===== config.mk =====
export PLATFORM = sky130hd
export DESIGN_NAME = i2s_rx_tdm
export DESIGN_NICKNAME = d
export VERILOG_FILES = /design/src/rtl/i2s_rx_tdm.sv
export SDC_FILE = /design/constraint.sdc
export NUM_CORES = 1
export LEC_CHECK = 0
export BUFFER_PORTS_ARGS = -buffer_cell sky130_fd_sc_hd__buf_4
export CAP_MARGIN = 30
export CORE_MARGIN = 2
export CORE_UTILIZATION = 57
export DETAILED_ROUTE_END_ITERATION = 16
export PLACE_DENSITY = 0.78
export REMOVE_ABC_BUFFERS = 1
export SLEW_MARGIN = 20
export SYNTH_ARGS = -nofsm -noshare
export SYNTH_HDL_FRONTEND = slang
export SYNTH_SLANG_ARGS = --single-unit
export TNS_END_PERCENT = 50

===== constraint.sdc =====
create_clock -name BCLK -period 3.5 [get_ports BCLK]
set_clock_uncertainty 0.2 [all_clocks]
set_input_delay 0.35 -clock BCLK [delete_from_list [all_inputs] [get_ports BCLK]]
set_output_delay 0.35 -clock BCLK [all_outputs]
set_load 0.02 [all_outputs]

===== src/rtl/i2s_rx_tdm.sv =====
// i2s_rx_tdm: I2S/TDM ADC capture engine, frame-sync master on the codec ADC port.
// It drives ADCLRC, shifts ADCDAT in MSB-first and offers each completed channel sample
// to a one-entry valid/ready holding register. It captures one frame, or frames back-to-back.
// Optional feature: define I2S_RX_OVERRUN_EN to drop new samples on a full, unaccepted
// holding register and raise the sticky overrun flag. When it is undefined, the latest
// sample overwrites the held one and overrun stays 0.
// Parameter legality: SLOT_WIDTH >= DATA_WIDTH + DATA_DELAY, NUM_CHANNELS even and >= 2.
module i2s_rx_tdm #(
   parameter int unsigned DATA_WIDTH   = 24,
   parameter int unsigned SLOT_WIDTH   = 32,
   parameter int unsigned NUM_CHANNELS = 2,
   parameter int unsigned DATA_DELAY   = 1,
   localparam int unsigned CHW = (NUM_CHANNELS > 2) ? $clog2(NUM_CHANNELS) : 1
) (
   input  logic                  BCLK,
   input  logic                  reset,
   input  logic                  ADCDAT,
   input  logic                  start,
   input  logic                  continuous,
   input  logic                  stop,
   output logic                  ADCLRC,
   output logic [DATA_WIDTH-1:0] out_data,
   output logic [CHW-1:0]        out_channel,
   output logic                  out_valid,
   input  logic                  out_ready,
   output logic                  frame_done,
   output logic                  busy,
   output logic                  overrun
);

   localparam int unsigned KW       = (SLOT_WIDTH > 1) ? $clog2(SLOT_WIDTH) : 1;
   localparam int unsigned LAST_BIT = DATA_DELAY + DATA_WIDTH - 1;
   localparam int unsigned HALF     = NUM_CHANNELS / 2;

   typedef enum logic [1:0] {StIdle, StRun, StStopping} state_e;

   state_e state_q, state_d;
   logic   cont_q, cont_d;
   logic   clear_ovr;

   // Frame counter fc is kept split as slot and in-slot bit: fc = slot * SLOT_WIDTH + k.
   logic [KW-1:0]  k_q, k_d;
   logic [CHW-1:0] slot_q, slot_d;
   logic           lrc_q, lrc_d;
   logic           slot_end, frame_end;

   logic [DATA_WIDTH-1:0] shift_q, shift_d;
   logic [DATA_WIDTH-1:0] done_data_q;
   logic [CHW-1:0]        done_ch_q;
   logic                  offer_q, offer_d;

   logic [DATA_WIDTH-1:0] data_q, data_d;
   logic [CHW-1:0]        ch_q, ch_d;
   logic                  valid_q, valid_d;
   logic                  fdone_q, fdone_d;
   logic                  ovr_q, ovr_d;
   logic                  accept;

   assign busy      = (state_q != StIdle);
   assign slot_end  = (k_q == KW'(SLOT_WIDTH - 1));
   assign frame_end = slot_end && (slot_q == CHW'(NUM_CHANNELS - 1));

   // Next-state: mode latch, frame counter advance and end-of-frame decisions.
   always_comb begin
      state_d   = state_q;
      cont_d    = cont_q;
      k_d       = k_q;
      slot_d    = slot_q;
      clear_ovr = 1'b0;
      case (state_q)
         StIdle: begin
            k_d    = '0;
            slot_d = '0;
            if (start) begin
               state_d   = StRun;
               // A stop sampled with start limits the capture to a single frame.
               cont_d    = continuous & ~stop;
               clear_ovr = 1'b1;
            end
         end
         StRun, StStopping: begin
            if (frame_end) begin
               k_d    = '0;
               slot_d = '0;
               if (state_q == StStopping || !cont_q || stop) begin
                  state_d = StIdle;
               end
            end else begin
               if (slot_end) begin
                  k_d    = '0;
                  slot_d = slot_q + 1'b1;
               end else begin
                  k_d = k_q + 1'b1;
               end
               if (stop && state_q == StRun) begin
                  state_d = StStopping;
               end
            end
         end
         default: state_d = StIdle;
      endcase
      // Frame sync follows the next counter value so it moves in the same cycle as fc.
      lrc_d = (slot_d >= CHW'(HALF));
   end

   // Serial capture: store ADCDAT into the bit addressed by k, flag the completed sample.
   always_comb begin
      shift_d = shift_q;
      offer_d = 1'b0;
      if (busy) begin
         for (int i = 0; i < int'(DATA_WIDTH); i++) begin
            if (k_q == KW'(LAST_BIT - i)) begin
               shift_d[i] = ADCDAT;
            end
         end
         if (k_q == KW'(LAST_BIT)) begin
            offer_d = 1'b1;
         end
      end
   end

   // Holding register: load, drop or overwrite offered samples; handle downstream accept.
   always_comb begin
      data_d  = data_q;
      ch_d    = ch_q;
      valid_d = valid_q;
      ovr_d   = ovr_q;
      fdone_d = 1'b0;
      accept  = valid_q & out_ready;
      if (clear_ovr) begin
         ovr_d = 1'b0;
      end
      if (offer_q) begin
         fdone_d = (done_ch_q == CHW'(NUM_CHANNELS - 1));
`ifdef I2S_RX_OVERRUN_EN
         if (!valid_q || accept) begin
            data_d  = done_data_q;
            ch_d    = done_ch_q;
            valid_d = 1'b1;
         end else begin
            ovr_d = 1'b1;
         end
`else
         data_d  = done_data_q;
         ch_d    = done_ch_q;
         valid_d = 1'b1;
`endif
      end else if (accept) begin
         valid_d = 1'b0;
      end
   end

   // Control and counter state.
   always_ff @(posedge BCLK) begin
      if (reset) begin
         state_q <= StIdle;
         cont_q  <= 1'b0;
         k_q     <= '0;
         slot_q  <= '0;
         lrc_q   <= 1'b0;
      end else begin
         state_q <= state_d;
         cont_q  <= cont_d;
         k_q     <= k_d;
         slot_q  <= slot_d;
         lrc_q   <= lrc_d;
      end
   end

   // Capture path: shift register plus a snapshot of the finished sample, so the next
   // slot may start shifting on the same edge that the snapshot is offered.
   always_ff @(posedge BCLK) begin
      if (reset) begin
         shift_q     <= '0;
         done_data_q <= '0;
         done_ch_q   <= '0;
         offer_q     <= 1'b0;
      end else begin
         shift_q <= shift_d;
         offer_q <= offer_d;
         if (offer_d) begin
            done_data_q <= shift_d;
            done_ch_q   <= slot_q;
         end
      end
   end

   // Output holding register and status flags.
   always_ff @(posedge BCLK) begin
      if (reset) begin
         data_q  <= '0;
         ch_q    <= '0;
         valid_q <= 1'b0;
         fdone_q <= 1'b0;
         ovr_q   <= 1'b0;
      end else begin
         data_q  <= data_d;
         ch_q    <= ch_d;
         valid_q <= valid_d;
         fdone_q <= fdone_d;
         ovr_q   <= ovr_d;
      end
   end

   assign ADCLRC      = lrc_q;
   assign out_data    = data_q;
   assign out_channel = ch_q;
   assign out_valid   = valid_q;
   assign frame_done  = fdone_q;
   assign overrun     = ovr_q;

endmodule

[Yosys cells after proc, flatten, opt, wreduce, memory -nomap -nowiden]
Cells that the tools add are included.
Operators by class
  $mul: 0
  mux-type cells: 40
  shifts and indexed selects: 0
  $add $sub $neg: 2
  divide/modulo/power cells: 0
  order comparisons: 1
  bitwise operators: 4
  equal/unequal tests: 30
  reduce and logical (&&, ||, !) cells: 13
Operator list (number)
  $eq A5 B5 Y1 const B: 10
  $eq A5 B4 Y1 const B: 8
  $mux W1: 30
  $mux W24: 1
  $eq A5 B3 Y1 const B: 4
  $eq A5 B2 Y1 const B: 2
  $mux W5: 2
  $pmux W5 S2: 1
  $mux W2: 4
  $ne A3 B3 Y1 const B: 2
  $reduce_bool A2 Y1: 3
  $add A5 B1 Y5 const B: 1
  $eq A5 B1 Y1 const B: 1
  $pmux W2 S2: 1
  $reduce_or A2 Y1: 2
  $reduce_and A3 Y1: 1
  $and A1 B1 Y1: 2
  $eq A2 B1 Y1 const B: 1
  $eq A2 B2 Y1 const B: 1
  $logic_and A1 B1 Y1: 2
  $logic_not A2 Y1: 1
  $logic_or A1 B1 Y1: 2
  $ne A2 B2 Y1 const B: 1
  $not A1 Y1: 2
  5 further kinds: 5
Storage, ports and cells
  bits of input ports: 7
  bits in read-only memories: 0
  word-level logic and storage cells: 103
  RAM bits: 0
  memories kept: 0
  bits in latches: 0
  register bits after elaboration: 87

[Depth between registers and ports, before layout]
  depth after elaboration: 6
  mapped depth: 9

[Worst setup path before layout]
No wires, ideal clock.
  kind: register to register
  start point: reg k_q[0]
  end point: reg k_q[2]
  stages on the path, launching flop included: 9
  slack: 1.005 ns
  data arrival time: 2.204 ns
  cell sequence: dfxtp_1 > ha_1 > and3_1 > ha_1 > ha_1 > or3b_1 > clkbuf_2 > or3_1 > a311oi_1
On the way
  cells in the longest elaborated chain, start to end: 4
Ends and longest elaborated chain
  start: declaration: line 42  | logic [KW-1:0] k_q, k_d;
  start signal: assignment: line 164  | k_q <= k_d;
  $add A5 B1 Y5 / $eq A5 B5 Y1 (equally long branches): line 93, 60
  $mux W5 / $logic_and A1 B1 Y1 (equally long branches): line 89, 61
  $mux W5 (*): line 82  | if (frame_end) begin
  $pmux W5 S2 (*): line 70  | case (state_q)
Mark *: on every way between the ends. The rest lies on a longest branch, timed or not.
A chain may end at the register's enable or synchronous reset.

[Worst setup path after layout]
Same ends and word-level chain as after synthesis.

==> metrics.md <==
| Metric | Value |
|---|---|
| Tcrit/Tclk final | `between 70% and 80%` |
| Highest clock rate | `0.377 GHz` |
| Post-synthesis simple-gate area fraction | `between 10% and 20%` |
| P_int | `between 1 and 1.5 mW` |
| Min Hold Slack | `approximately 0.095 ns` |
| Mean post-synth cell area | `about 9 um^2` |
| Flops & latches, synth | `85` |
| TritonCTS clock tree | `yes` |
| Switch Pwr | `just over 0.5 mW` |
| Setup bufs post-CTS | `0` |
| Hpwl dp | `approximately 3700 um` |
| Vias per cell | `between 5 and 6` |
| Die H | `slightly above 80 um` |
| CTS buffer count | `9` |
| Drt pass-1 iters | `4` |
| PostCTS Resize Cnt | `0` |
| Peak supply drop | `just over 300 uV` |
| Status | `finished clean` |
| Aggregate global routing overflow | `0` |
| Largest family of logic cells by synthesized area | `simple AND/OR/NAND/NOR gates` |
| Clock edge transition at the registers on the reported setup and hold paths | `0.08 ns` |
| Number of global-route vias before repair | `between 2000 and 2500` |
| Cell area after placement | `between 3000 and 4000 um^2` |
| Post-synthesis adder-cell area fraction | `just over 4%` |
| First-iteration detailed-routing DRC count | `around 160` |
| Core region area | `approximately 5600 um^2` |
| Synth Cell Area | `3350 um^2` |
| Port-buffer cells | `35` |
| Worst setup SP type | `register` |
| Post-synth cell types | `34` |
| Hold Violations, Final | `0` |
| Setup TNS | `0 ns` |
| Sequential fraction of the synthesis area | `50.7%` |
| Antenna violations before repair | `0` |
| Sw Ratio | `~27%` |
| Clk sink count | `85` |
| Commonest non-fill, non-tap cell in the layout | `dfxtp_1` |
| Top-level port count | `37` |
| PwrDens | `about 500 nW/um^2` |
| Final ANT Viol Nets | `0` |
| GR Util All Layers | `between 20% and 30%` |
| Most frequent cells in the layout | `85 x dfxtp_1, 67 x nor2_1, 50 x nand2_1` |
| HP Class | `in -> reg` |
| Critical path capture point type | `register` |
| Post-synthesis xor/xnor area fraction | `0%` |
| Row Count | `27` |
| First-pass GRT wire length | `slightly above 10000 um` |
| Post-route DRC violation count | `0` |
| Largest net degree at the start of global routing | `88` |
| Layout cells sized above 1 | `a little over an eighth` |
| Reg power frac | `a little over half` |
| Worst-Margin Slew | `0.847 ns` |
| Rel. slew slack | `around 44%` |
| Clock network fraction of total power | `between 30% and 40%` |
| Gate power share | `14.3%` |
| Synth Area in Compound Gates | `8.54%` |
| Crit path kind | `reg -> reg` |
| Worst Path Arrival | `between 2 and 3 ns` |
| YS warnings | `0` |
| FILL cells | `approximately 480` |
| FF-to-FF setup slack | `about 0.85 ns` |
| Max cap viols | `0` |
| Min cycle time layout | `about 2.7 ns` |
| Routed length per placed instance | `about 12 um` |
| CTS max path bufs | `2` |
| Cell at the root of the clock tree | `clkbuf_8` |
| Setup violators final | `0` |
| Detailed-route via count | `between 2000 and 2500` |
| Initial Util | `between 50 and 60%` |
| Final Max Tran Viols | `0` |
| Full die area | `6510 um^2` |
| WP data required | `between 3 and 4 ns` |
| Post-Syn Instances | `approximately 370` |
| Antenna Cells | `0` |
| Final WL | `5880 um` |
| Worst-path maximum fanout | `6` |
| Clk_lat worst skew | `approximately 0.34 ns` |
| Mux cell area share after synthesis | `between 10% and 20%` |
| Leakage | `roughly 1.5 nW` |
| Hold-fix buffers, CTS | `0` |
| Finished Cell Area | `3800 um^2` |
| Placer Congestion | `~0.84` |
| RSZ-0062 raised after global routing | `false` |
| Die width | `approximately 80 um` |
| Area grow syn2layout | `13.4%` |
| # H-tree levels | `3` |
| Final nets | `412` |
## critical path, stage by stage (launching register included)
cell and delay, ns:
dfxtp_1 0.37, ha_1 0.28, and3_1 0.23, ha_1 0.24
ha_1 0.22, or3b_1 0.44, or3_1 0.33, a311oi_1 0.25
## metrics by stage
| step | cells | utilization (%) | setup WS [ns] | total power, mW |
|---|---|---|---|---|
| floorplan | 346 | - | 1.04 | 1.22 |
| global placement | 455 | 64.3 | 0.959 | 1.30 |
| detailed placement | 455 | 64.3 | 0.875 | 1.30 |
| CTS | 471 | 67.8 | 0.850 | 1.94 |
| global route | 471 | 67.8 | 0.737 | 2.03 |
| finish | 471 | 67.8 | 0.848 | 1.93 |
## layout make-up
| cell class | count | area (um^2) | area share, % |
|---|---|---|---|
| sequential | 85 | 1700 | 44.8 |
| clock inverter | 3 | 17.5 | 0.461 |
| tap | 72 | 90.1 | 2.37 |
| clock buffer | 13 | 179 | 4.71 |
| timing repair buffer | 37 | 278 | 7.31 |
| multi-input combinational | 251 | 1500 | 39.4 |
| inverter | 10 | 37.5 | 0.987 |
## power groups by stage
stage / logic (mW) / clock network (mW) / registers (mW)
2_1_floorplan: 0.194 / 0 / 1.02
3_3_place_gp: 0.269 / 0 / 1.03
3_5_place_dp: 0.272 / 0 / 1.03
4_1_cts: 0.274 / 0.664 / 1.01
5_1_grt: 0.309 / 0.711 / 1.01
6_report: 0.275 / 0.649 / 1.01
## metal layers
| metal | track usage (%) | routed length [um] | vias up |
|---|---|---|---|
| met5 | 0 | 0 | - |
| met4 | 8.64 | 70 | 0 |
| met3 | 4.04 | 251 | 7 |
| met2 | 33.2 | 2770 | 55 |
| met1 | 25.6 | 2790 | 1126 |
| li1 | - | - | 1284 |
## synthesized netlist by cell type
cell / n / area share, %
dfxtp_1: 85 / 51
nor2_1: 67 / 7.5
nand2_1: 50 / 5.6
mux2i_1: 42 / 13
a21oi_1: 26 / 3.9
clkbuf_1: 14 / 1.6
nand3_1: 13 / 1.9
ha_1: 11 / 4.1
a211oi_1: 10 / 2.2
inv_1: 10 / 1.1
buf_2: 8 / 1.2
and3_1: 3 / 0.56
buf_1: 3 / 0.34
nand4_1: 3 / 0.56
nor2b_1: 3 / 0.56
nor3_1: 3 / 0.45
o21ai_0: 3 / 0.45
a311oi_1: 2 / 0.52
o41ai_1: 2 / 0.52
a21boi_0: 1 / 0.22
a22oi_1: 1 / 0.22
a31oi_1: 1 / 0.19
a32o_1: 1 / 0.30
and4bb_1: 1 / 0.37
buf_4: 1 / 0.22
clkbuf_2: 1 / 0.15
conb_1: 1 / 0.11
nand2b_1: 1 / 0.19
nand4b_1: 1 / 0.26
nor3b_1: 1 / 0.22
nor4b_1: 1 / 0.26
nor4b_2: 1 / 0.45
or3_1: 1 / 0.19
or3b_1: 1 / 0.26
## final timing paths
path	start	endpoint	depth (start not counted)
worst max-delay path	k_q[0]	k_q[2]	7
worst min-delay path	stop	cont_q	3
worst max register to register	k_q[0]	k_q[2]	7
worst min register to register	done_data_q[12]	done_data_q[12]	2
## registers in the layout, summed over array words and instances (netlist names), named ones only
| signal | cells |
|---|---|
| done_ch_q | 1 |
| out_data | 24 |
| done_data_q | 24 |
| frame_done | 1 |
| offer_q | 1 |
| out_channel | 1 |
| cont_q | 1 |
| k_q | 5 |
| out_valid | 1 |
| state_q | 2 |
| shift_q | 23 |
## cell families after synthesis
family | Yosys count
other | 1
DFF | 85
and+or+nand+nor | 150
buffers and inverters | 37
AOI/OAI and AO/OA | 47
adders and majority gates | 11
muxes | 42
(Power assumes the default switching activity.)
